File: src/rtl/usb_host_trans_queue_bi.sv
`default_nettype none
// ============================================================================
// Module   : usb_host_trans_queue_bi
// Desc     : Host-control register interface that queues USB transaction
//            descriptors, issues them one at a time to the transaction engine
//            and collects completions into a result FIFO with sticky,
//            maskable interrupts. Abort-on-timeout: USB_HOST_TQ_TIMEOUT_EN.
// Revision : 1.0 - initial release
// ============================================================================
module usb_host_trans_queue_bi #(
    parameter int          QUEUE_DEPTH    = 4,
    parameter logic [15:0] TIMEOUT_CYCLES = 16'd60000
) (
    input  logic       busClk,
    input  logic       rstSyncToBusClk,
    input  logic [3:0] address,
    input  logic [7:0] dataIn,
    output logic [7:0] dataOut,
    input  logic       writeEn,
    input  logic       strobe_i,
    input  logic       hostControlSelect,
    output logic       intOut,
    output logic       transReq,
    output logic [1:0] TxTransType,
    output logic [6:0] TxAddr,
    output logic [3:0] TxEndP,
    output logic       isoEn,
    output logic       preambleEn,
    input  logic       transDone,
    input  logic [7:0] RxPktStatus,
    input  logic [3:0] RxPID
);

    localparam int              c_AW      = $clog2(QUEUE_DEPTH);
    localparam int              c_CW      = c_AW + 1;
    localparam logic [c_CW-1:0] c_DEPTH   = c_CW'(QUEUE_DEPTH);
    localparam logic [c_CW-1:0] c_CNT_ONE = c_CW'(1);
    localparam logic [c_AW-1:0] c_PTR_ONE = c_AW'(1);

    localparam logic [0:0] c_ST_IDLE = 1'b0;
    localparam logic [0:0] c_ST_REQ  = 1'b1;

    localparam logic [3:0] c_A_CTRL   = 4'd0;
    localparam logic [3:0] c_A_STYPE  = 4'd1;
    localparam logic [3:0] c_A_SADDR  = 4'd2;
    localparam logic [3:0] c_A_SENDP  = 4'd3;
    localparam logic [3:0] c_A_QSTAT  = 4'd4;
    localparam logic [3:0] c_A_RSTS   = 4'd5;
    localparam logic [3:0] c_A_RPID   = 4'd6;
    localparam logic [3:0] c_A_RSTAT  = 4'd7;
    localparam logic [3:0] c_A_ISTAT  = 4'd8;
    localparam logic [3:0] c_A_IMASK  = 4'd9;
    localparam logic [3:0] c_A_THRESH = 4'd10;

`ifdef USB_HOST_TQ_TIMEOUT_EN
    localparam logic [4:0] c_INT_BITS = 5'h1F;
`else
    localparam logic [4:0] c_INT_BITS = 5'h0F;
`endif

    logic [0:0]      r_state, w_stateNext;
    logic            r_transReq;
    logic            r_run;
    logic [1:0]      r_stageType;
    logic            r_stageIso, r_stagePre;
    logic [6:0]      r_stageAddr;
    logic [3:0]      r_stageEndP;
    logic [2:0]      r_tag;
    logic [4:0]      r_intStatus, r_intMask;
    logic [3:0]      r_resThresh;

    // Descriptor entry: {type[1:0], iso, pre, addr[6:0], endp[3:0], tag[2:0]}
    logic [17:0]     r_descMem [QUEUE_DEPTH];
    logic [c_AW-1:0] r_descRd, r_descWr;
    logic [c_CW-1:0] r_descCount;
    // Result entry: {status[7:0], pid[3:0], tag[2:0]}
    logic [14:0]     r_resMem [QUEUE_DEPTH];
    logic [c_AW-1:0] r_resRd, r_resWr;
    logic [c_CW-1:0] r_resCount;

    logic            w_wr, w_push, w_flush, w_timeout, w_complete, w_unused_ok;
    logic            w_descEmpty, w_descFull, w_resEmpty, w_resFull;
    logic            w_keepHead, w_pushOk, w_pushDrop;
    logic [c_CW-1:0] w_descBaseCnt, w_descCountNext;
    logic [c_AW-1:0] w_descBaseWr, w_descWrNext, w_descRdNext;
    logic            w_resPop, w_resPushOk, w_resDrop;
    logic [c_CW-1:0] w_resCountNext;
    logic [17:0]     w_descHead;
    logic [14:0]     w_resHead;
    logic [14:0]     w_resEntry;
    logic [4:0]      w_intSet, w_intClr;

    assign w_wr        = writeEn & strobe_i & hostControlSelect;
    assign w_push      = w_wr && (address == c_A_CTRL) && dataIn[0];
    assign w_flush     = w_wr && (address == c_A_CTRL) && dataIn[1];
    assign w_descEmpty = (r_descCount == '0);
    assign w_descFull  = (r_descCount == c_DEPTH);
    assign w_resEmpty  = (r_resCount == '0);
    assign w_resFull   = (r_resCount == c_DEPTH);
    assign w_descHead  = r_descMem[r_descRd];
    assign w_resHead   = r_resMem[r_resRd];

`ifdef USB_HOST_TQ_TIMEOUT_EN
    logic [15:0] r_tmoCount;

    // Restarts from zero on every entry to REQ
    always_ff @(posedge busClk) begin
        if (rstSyncToBusClk || (r_state != c_ST_REQ)) begin
            r_tmoCount <= '0;
        end else begin
            r_tmoCount <= r_tmoCount + 16'd1;
        end
    end

    assign w_timeout   = (r_state == c_ST_REQ) && !transDone &&
                         (r_tmoCount == (TIMEOUT_CYCLES - 16'd1));
    assign w_unused_ok = &{1'b0, dataIn[7]};
`else
    assign w_timeout   = 1'b0;
    assign w_unused_ok = &{1'b0, dataIn[7], TIMEOUT_CYCLES};
`endif

    assign w_complete = ((r_state == c_ST_REQ) && transDone) || w_timeout;
    assign w_resEntry = w_timeout ? {8'hFF, 4'h0, w_descHead[2:0]}
                                  : {RxPktStatus, RxPID, w_descHead[2:0]};

    // Flush is applied before push; a flushed in-flight head survives
    always_comb begin
        w_keepHead    = 1'b0;
        w_descRdNext  = r_descRd;
        w_descBaseCnt = r_descCount;
        w_descBaseWr  = r_descWr;
        if (w_complete) begin
            w_descRdNext  = r_descRd + c_PTR_ONE;
            w_descBaseCnt = r_descCount - c_CNT_ONE;
        end
        if (w_flush) begin
            w_keepHead    = (r_state == c_ST_REQ) && !w_complete;
            w_descBaseCnt = w_keepHead ? c_CNT_ONE : '0;
            w_descBaseWr  = w_keepHead ? (r_descRd + c_PTR_ONE) : w_descRdNext;
        end
        w_pushOk        = w_push && (w_descBaseCnt != c_DEPTH);
        w_pushDrop      = w_push && !w_pushOk;
        w_descCountNext = w_descBaseCnt;
        w_descWrNext    = w_descBaseWr;
        if (w_pushOk) begin
            w_descCountNext = w_descBaseCnt + c_CNT_ONE;
            w_descWrNext    = w_descBaseWr + c_PTR_ONE;
        end
    end

    always_comb begin
        w_resPop       = w_wr && (address == c_A_RPID) && !w_resEmpty;
        w_resPushOk    = w_complete && (!w_resFull || w_resPop);
        w_resDrop      = w_complete && !w_resPushOk;
        w_resCountNext = r_resCount;
        if (w_resPushOk && !w_resPop) begin
            w_resCountNext = r_resCount + c_CNT_ONE;
        end else if (!w_resPushOk && w_resPop) begin
            w_resCountNext = r_resCount - c_CNT_ONE;
        end
    end

    always_comb begin
        w_intSet[0] = w_complete;
        w_intSet[1] = !w_descEmpty && (w_descCountNext == '0);
        w_intSet[2] = w_pushDrop || w_resDrop;
        w_intSet[3] = (r_resThresh != 4'd0) && (w_resCountNext != r_resCount) &&
                      (4'(w_resCountNext) == r_resThresh);
        w_intSet[4] = w_timeout;
        w_intClr    = (w_wr && (address == c_A_ISTAT)) ? dataIn[4:0] : 5'd0;
    end

    always_comb begin
        w_stateNext = r_state;
        case (r_state)
            c_ST_IDLE: if (r_run && !w_descEmpty && !w_flush) w_stateNext = c_ST_REQ;
            c_ST_REQ:  if (w_complete) w_stateNext = c_ST_IDLE;
            default:   w_stateNext = c_ST_IDLE;
        endcase
    end

    always_ff @(posedge busClk) begin
        if (rstSyncToBusClk) begin
            r_state     <= c_ST_IDLE;
            r_transReq  <= 1'b0;
            r_run       <= 1'b0;
            r_stageType <= '0;
            r_stageIso  <= 1'b0;
            r_stagePre  <= 1'b0;
            r_stageAddr <= '0;
            r_stageEndP <= '0;
            r_tag       <= '0;
            r_intStatus <= '0;
            r_intMask   <= '0;
            r_resThresh <= '0;
            r_descRd    <= '0;
            r_descWr    <= '0;
            r_descCount <= '0;
            r_resRd     <= '0;
            r_resWr     <= '0;
            r_resCount  <= '0;
        end else begin
            r_state     <= w_stateNext;
            r_transReq  <= (r_state == c_ST_REQ);
            r_descRd    <= w_descRdNext;
            r_descWr    <= w_descWrNext;
            r_descCount <= w_descCountNext;
            r_resCount  <= w_resCountNext;
            r_intStatus <= (r_intStatus & ~w_intClr) | w_intSet;
            if (w_pushOk)    r_tag   <= r_tag + 3'd1;
            if (w_resPushOk) r_resWr <= r_resWr + c_PTR_ONE;
            if (w_resPop)    r_resRd <= r_resRd + c_PTR_ONE;
            if (w_wr) begin
                case (address)
                    c_A_CTRL:   r_run <= dataIn[2];
                    c_A_STYPE:  {r_stagePre, r_stageIso, r_stageType} <= dataIn[3:0];
                    c_A_SADDR:  r_stageAddr <= dataIn[6:0];
                    c_A_SENDP:  r_stageEndP <= dataIn[3:0];
                    c_A_IMASK:  r_intMask   <= dataIn[4:0] & c_INT_BITS;
                    c_A_THRESH: r_resThresh <= dataIn[3:0];
                    default:    ;
                endcase
            end
        end
    end

    always_ff @(posedge busClk) begin
        if (w_pushOk) begin
            r_descMem[w_descBaseWr] <= {r_stageType, r_stageIso, r_stagePre,
                                        r_stageAddr, r_stageEndP, r_tag};
        end
        if (w_resPushOk) begin
            r_resMem[r_resWr] <= w_resEntry;
        end
    end

    always_comb begin
        dataOut = 8'h00;
        case (address)
            c_A_CTRL:   dataOut = {5'b0, r_run, 1'b0, (r_state == c_ST_REQ)};
            c_A_STYPE:  dataOut = {4'b0, r_stagePre, r_stageIso, r_stageType};
            c_A_SADDR:  dataOut = {1'b0, r_stageAddr};
            c_A_SENDP:  dataOut = {4'b0, r_stageEndP};
            c_A_QSTAT:  dataOut = {4'(r_descCount), 2'b0, w_descFull, w_descEmpty};
            c_A_RSTS:   dataOut = w_resEmpty ? 8'h00 : w_resHead[14:7];
            c_A_RPID:   dataOut = w_resEmpty ? 8'h00 : {1'b0, w_resHead[2:0], w_resHead[6:3]};
            c_A_RSTAT:  dataOut = {4'(r_resCount), 2'b0, w_resFull, w_resEmpty};
            c_A_ISTAT:  dataOut = {3'b0, r_intStatus};
            c_A_IMASK:  dataOut = {3'b0, r_intMask};
            c_A_THRESH: dataOut = {4'b0, r_resThresh};
            default:    dataOut = 8'h00;
        endcase
    end

    assign intOut      = |(r_intStatus & r_intMask);
    assign transReq    = r_transReq;
    assign TxTransType = w_descEmpty ? 2'b0 : w_descHead[17:16];
    assign isoEn       = w_descEmpty ? 1'b0 : w_descHead[15];
    assign preambleEn  = w_descEmpty ? 1'b0 : w_descHead[14];
    assign TxAddr      = w_descEmpty ? 7'b0 : w_descHead[13:7];
    assign TxEndP      = w_descEmpty ? 4'b0 : w_descHead[6:3];

endmodule
`default_nettype wire

File: config.mk
export PLATFORM = sky130hd
export DESIGN_NAME = usb_host_trans_queue_bi
export DESIGN_NICKNAME = d
export VERILOG_FILES = /design/src/rtl/usb_host_trans_queue_bi.sv
export SDC_FILE = /design/constraint.sdc
export NUM_CORES = 1
export LEC_CHECK = 0
export BUFFER_PORTS_ARGS = -buffer_cell sky130_fd_sc_hd__buf_2
export CORE_ASPECT_RATIO = 1.4
export CORE_MARGIN = 2
export CORE_UTILIZATION = 40
export DETAILED_ROUTE_END_ITERATION = 16
export PLACE_DENSITY = 0.7
export SLEW_MARGIN = 20
export SYNTH_ARGS = -nofsm -noshare
export SYNTH_HDL_FRONTEND = slang
export SYNTH_SLANG_ARGS = --single-unit
File: constraint.sdc
create_clock -name busClk -period 2.6 [get_ports busClk]
set_clock_uncertainty 0.1 [all_clocks]
set_input_delay 0 -clock busClk [delete_from_list [all_inputs] [get_ports busClk]]
set_output_delay 0 -clock busClk [all_outputs]
set_load 0.05 [all_outputs]
==> results by group <==
Outcome
  • Status: finished, final reports clean

Layout
  • Commonest non-fill, non-tap cell in the layout: edfxtp_1
  • Final net count: 694
  • Area growth syn-to-layout: 20.72%
  • Filler cell count: 1564
  • Final Instance Count excl. Fillers: 909
  • ANT cells: 0
  • Proportion of layout cells with a drive suffix above 1: 0.2632
  • Commonest non-fill, non-tap cells in the layout: edfxtp_1, nor2_1, buf_2

Critical path
  • Worst path bufs/invs: 1
  • Crit. End Element: flop
  • Register-to-register setup slack: 0.13 ns
  • Worst r2r src: r_resCount[0]$_SDFF_PP0_
  • Setup Crit Path Kind: flop to flop
  • FF-to-FF path depth: 8
  • Crit-path cells: inv_1 > ha_1 > nor2b_4 > or4_4 > mux2i_1 > or3_4 > xor2_2 > a31o_1
  • Crit-path slowest cell: or4_4
  • Worst path arrival time: 2.69 ns
  • Top delay family on crit path: simple AND/OR/NAND/NOR gates
  • CP max FO: 6
  • Worst EP required: 2.82 ns
  • Worst setup SP type: flop
  • Reg-to-Reg End: r_intStatus[3]$_SDFF_PP0_
  • Worst path max stage delay: 0.57 ns

GRT
  • Pin count of the biggest net entering global routing: 28
  • Initial antenna violation count: 0
  • Tot GR Track Use: 0.1667
  • First-pass GRT wire length: 26230 um
  • Vias in the first global route: 5074
  • Grt ovf: 0

Route
  • Post-route ant nets: 0
  • Post-Route WL: 16610 um
  • Via count: 4834
  • DR iter-0 viols: 400
  • Routed vias/inst: 5.318
  • DRC: 0
  • WL/cell: 18.27 um
  • Pre-antenna DRT Iters: 8

Timing
  • Max Transition Viols Final: 0
  • Minimum clock period: 2.473 ns
  • Least-Margin Pin Slew: 0.5435 ns
  • Fin crit share: 0.9511
  • Final hold slack: 0.1517 ns
  • Final Hold Viols: 0
  • Worst slew margin: 0.6372
  • Setup Viol. Count Final: 0
  • F_max: 404.4 MHz

Floorplanning
  • Core area: 19290 um^2
  • Die Height: 170.1 um
  • Die ar.: 20860 um^2
  • Die W: 122.6 um
  • Initial core utilization: 0.4085
  • Row count: 60
  • IO Pins: 55

Synthesis
  • Unique masters post-synth: 54
  • Main flop type after synthesis: edfxtp_1
  • #FFs+latches synth: 182
  • Cell count after synthesis: 552
  • Post-synthesis sequential area ratio: 0.6299
  • Avg Synthesized Cell Area: 14.28 um^2
  • Synthesized net count: 598
  • Post-synth EDFFs: 132
  • Share of the synthesized area in the top cell type: 0.5029
  • Cell taking the most area after synthesis: edfxtp_1
  • Synth Cell Area: 7881 um^2
  • Synth warn: 0
  • Ys async rst share: 0
  • Area contributors post-synth: edfxtp_1, dfxtp_1, mux4_2, mux2i_1, ha_1

Clocking
  • Clk pin slew, worst setup/hold paths: 0.07 ns
  • Num CTS Buffers: 17
  • Num Clock Sinks: 182
  • Root Driver: clkbuf_16
  • Htree depth: 4
  • Clock buffer depth: 2
  • Skew-Pair Late Insertion Delay: 0.42 ns
  • CTS tree: done
  • Postcts setup bufs: 0

Power
  • VDD IR-drop max: 0.4848 mV
  • Pwr dens: 618.3 nW/um^2
  • P_leak: 3.530 nW

Worst hold path
  • Hold path depth: 5
  • Hold crit path type: input pin to flop
  • Hold_sp: strobe_i

Run
  • Maxcap violations: 0

Placed design
  • Detailed placement HPWL: 11650 um
  • Gpl congestion: 0.9322
  • Placed Instances: 855
  • IO Port Bufs: 53
[power by group]
group,leakage [nW],internal [mW],switching [mW]
Combinational,1.48,0.0892,0.127
Sequential,1.76,3.09,0.00514
Clock,0.288,1.38,1.19
Total,3.53,4.56,1.33
[state kept, by name, summed over array words and instances, names as in the netlist, 3 cells and up, named ones only]
signal,cells
r_resThresh,4
r_intStatus,5
r_resCount,3
r_stageAddr,7
r_descCount,3
r_descMem,72
r_resMem,60
r_intMask,4
r_stageEndP,4
r_tag,3
[per-layer routing]
| metal | vias to the layer above | track usage | routed length (um) |
|---|---|---|---|
| met5 | - | 0 | 0 |
| met2 | 158 | 0.2879 | 8574 |
| li1 | 2254 | - | - |
| met4 | 0 | 0.07996 | 517 |
| met1 | 2383 | 0.1988 | 6900 |
| met3 | 39 | 0.03083 | 612 |
[cell families after synthesis]
group / share of synthesized area
and+or+nand+nor: 0.1122
adders and majority gates: 0.02540
AOI/OAI and AO/OA: 0.05287
DFF: 0.6299
xor gates and xnor gates: 0.01985
muxes: 0.1365
buffers and inverters: 0.02318
[cells in the mapped netlist (2+ instances only)]
cell type	instances
edfxtp_1	132
nor2_1	51
dfxtp_1	50
mux4_2	34
mux2i_1	31
nand2_1	30
nor2b_1	30
a21oi_1	20
ha_1	16
clkbuf_1	14
inv_1	13
and2_1	12
o21ai_0	12
nand3_1	11
a22oi_1	10
xnor2_1	9
buf_2	8
nand2b_1	8
xor2_1	7
a31oi_1	5
nor3_1	5
buf_1	4
o22ai_1	4
buf_4	2
nand3b_1	2
nor2_2	2
nor3b_1	2
or4_1	2
[worst reg2reg max path, delay by kind of cell (launching register included)]
family / cells / cell delay [ns]
simple gates: 3 / 1.11
flops: 1 / 0.37
fa+ha+maj: 1 / 0.21
compound gates: 1 / 0.21
mux: 1 / 0.15
xor+xnor: 1 / 0.15
buf+inv: 1 / 0.08
[how the worst max path moves through the flow]
stage / startpoint / to / slack [ns] / depth (start not counted)
floorplan: r_state$_SDFF_PP0_ / r_descMem[0][0]$_DFFE_PP_ / 0.04 / 10
global placement: r_resCount[1]$_SDFF_PP0_ / r_intStatus[3]$_SDFF_PP0_ / 0.18 / 8
detailed placement: r_resCount[1]$_SDFF_PP0_ / r_intStatus[3]$_SDFF_PP0_ / 0.11 / 8
CTS: r_resCount[1]$_SDFF_PP0_ / dataOut[6] / 0.02 / 9
global route: r_resCount[0]$_SDFF_PP0_ / dataOut[2] / -0.01 / 9
finish: r_resCount[0]$_SDFF_PP0_ / r_intStatus[3]$_SDFF_PP0_ / 0.13 / 8
[final cells by class]
type / instances / area (um^2) / area share
clock inverters: 15 / 183.9 / 0.01933
repair buffers: 106 / 827.0 / 0.08693
flip-flops and latches: 182 / 4966 / 0.5220
clock buffers: 17 / 425.4 / 0.04471
inverters: 13 / 48.80 / 0.005129
multi-input cells: 328 / 2753 / 0.2893
well taps: 248 / 310.3 / 0.03261
[through the flow]
| stage | power [mW] | util | setup WS, ns | area [um^2] | TNS (ns) |
|---|---|---|---|---|---|
| floorplan | 3.268 | - | 0.04057 | 7891 | 0 |
| global placement | 3.338 | 0.4492 | 0.1751 | 8666 | 0 |
| detailed placement | 3.343 | 0.4492 | 0.1076 | 8666 | 0 |
| CTS | 5.935 | 0.4923 | 0.02231 | 9498 | 0 |
| global route | 6.058 | 0.4931 | -0.01257 | 9514 | -0.01257 |
| finish | 5.882 | 0.4931 | 0.1272 | 9514 | 0 |
[what timing repair did]
item / CTS / global route
gates resized for setup: 1 / 7
hold buffers: 22 / 0
hold endpoints to repair: 91 / 0
setup endpoints to repair: 1 / 81
Note: power is estimated with default switching activity, not from simulation.
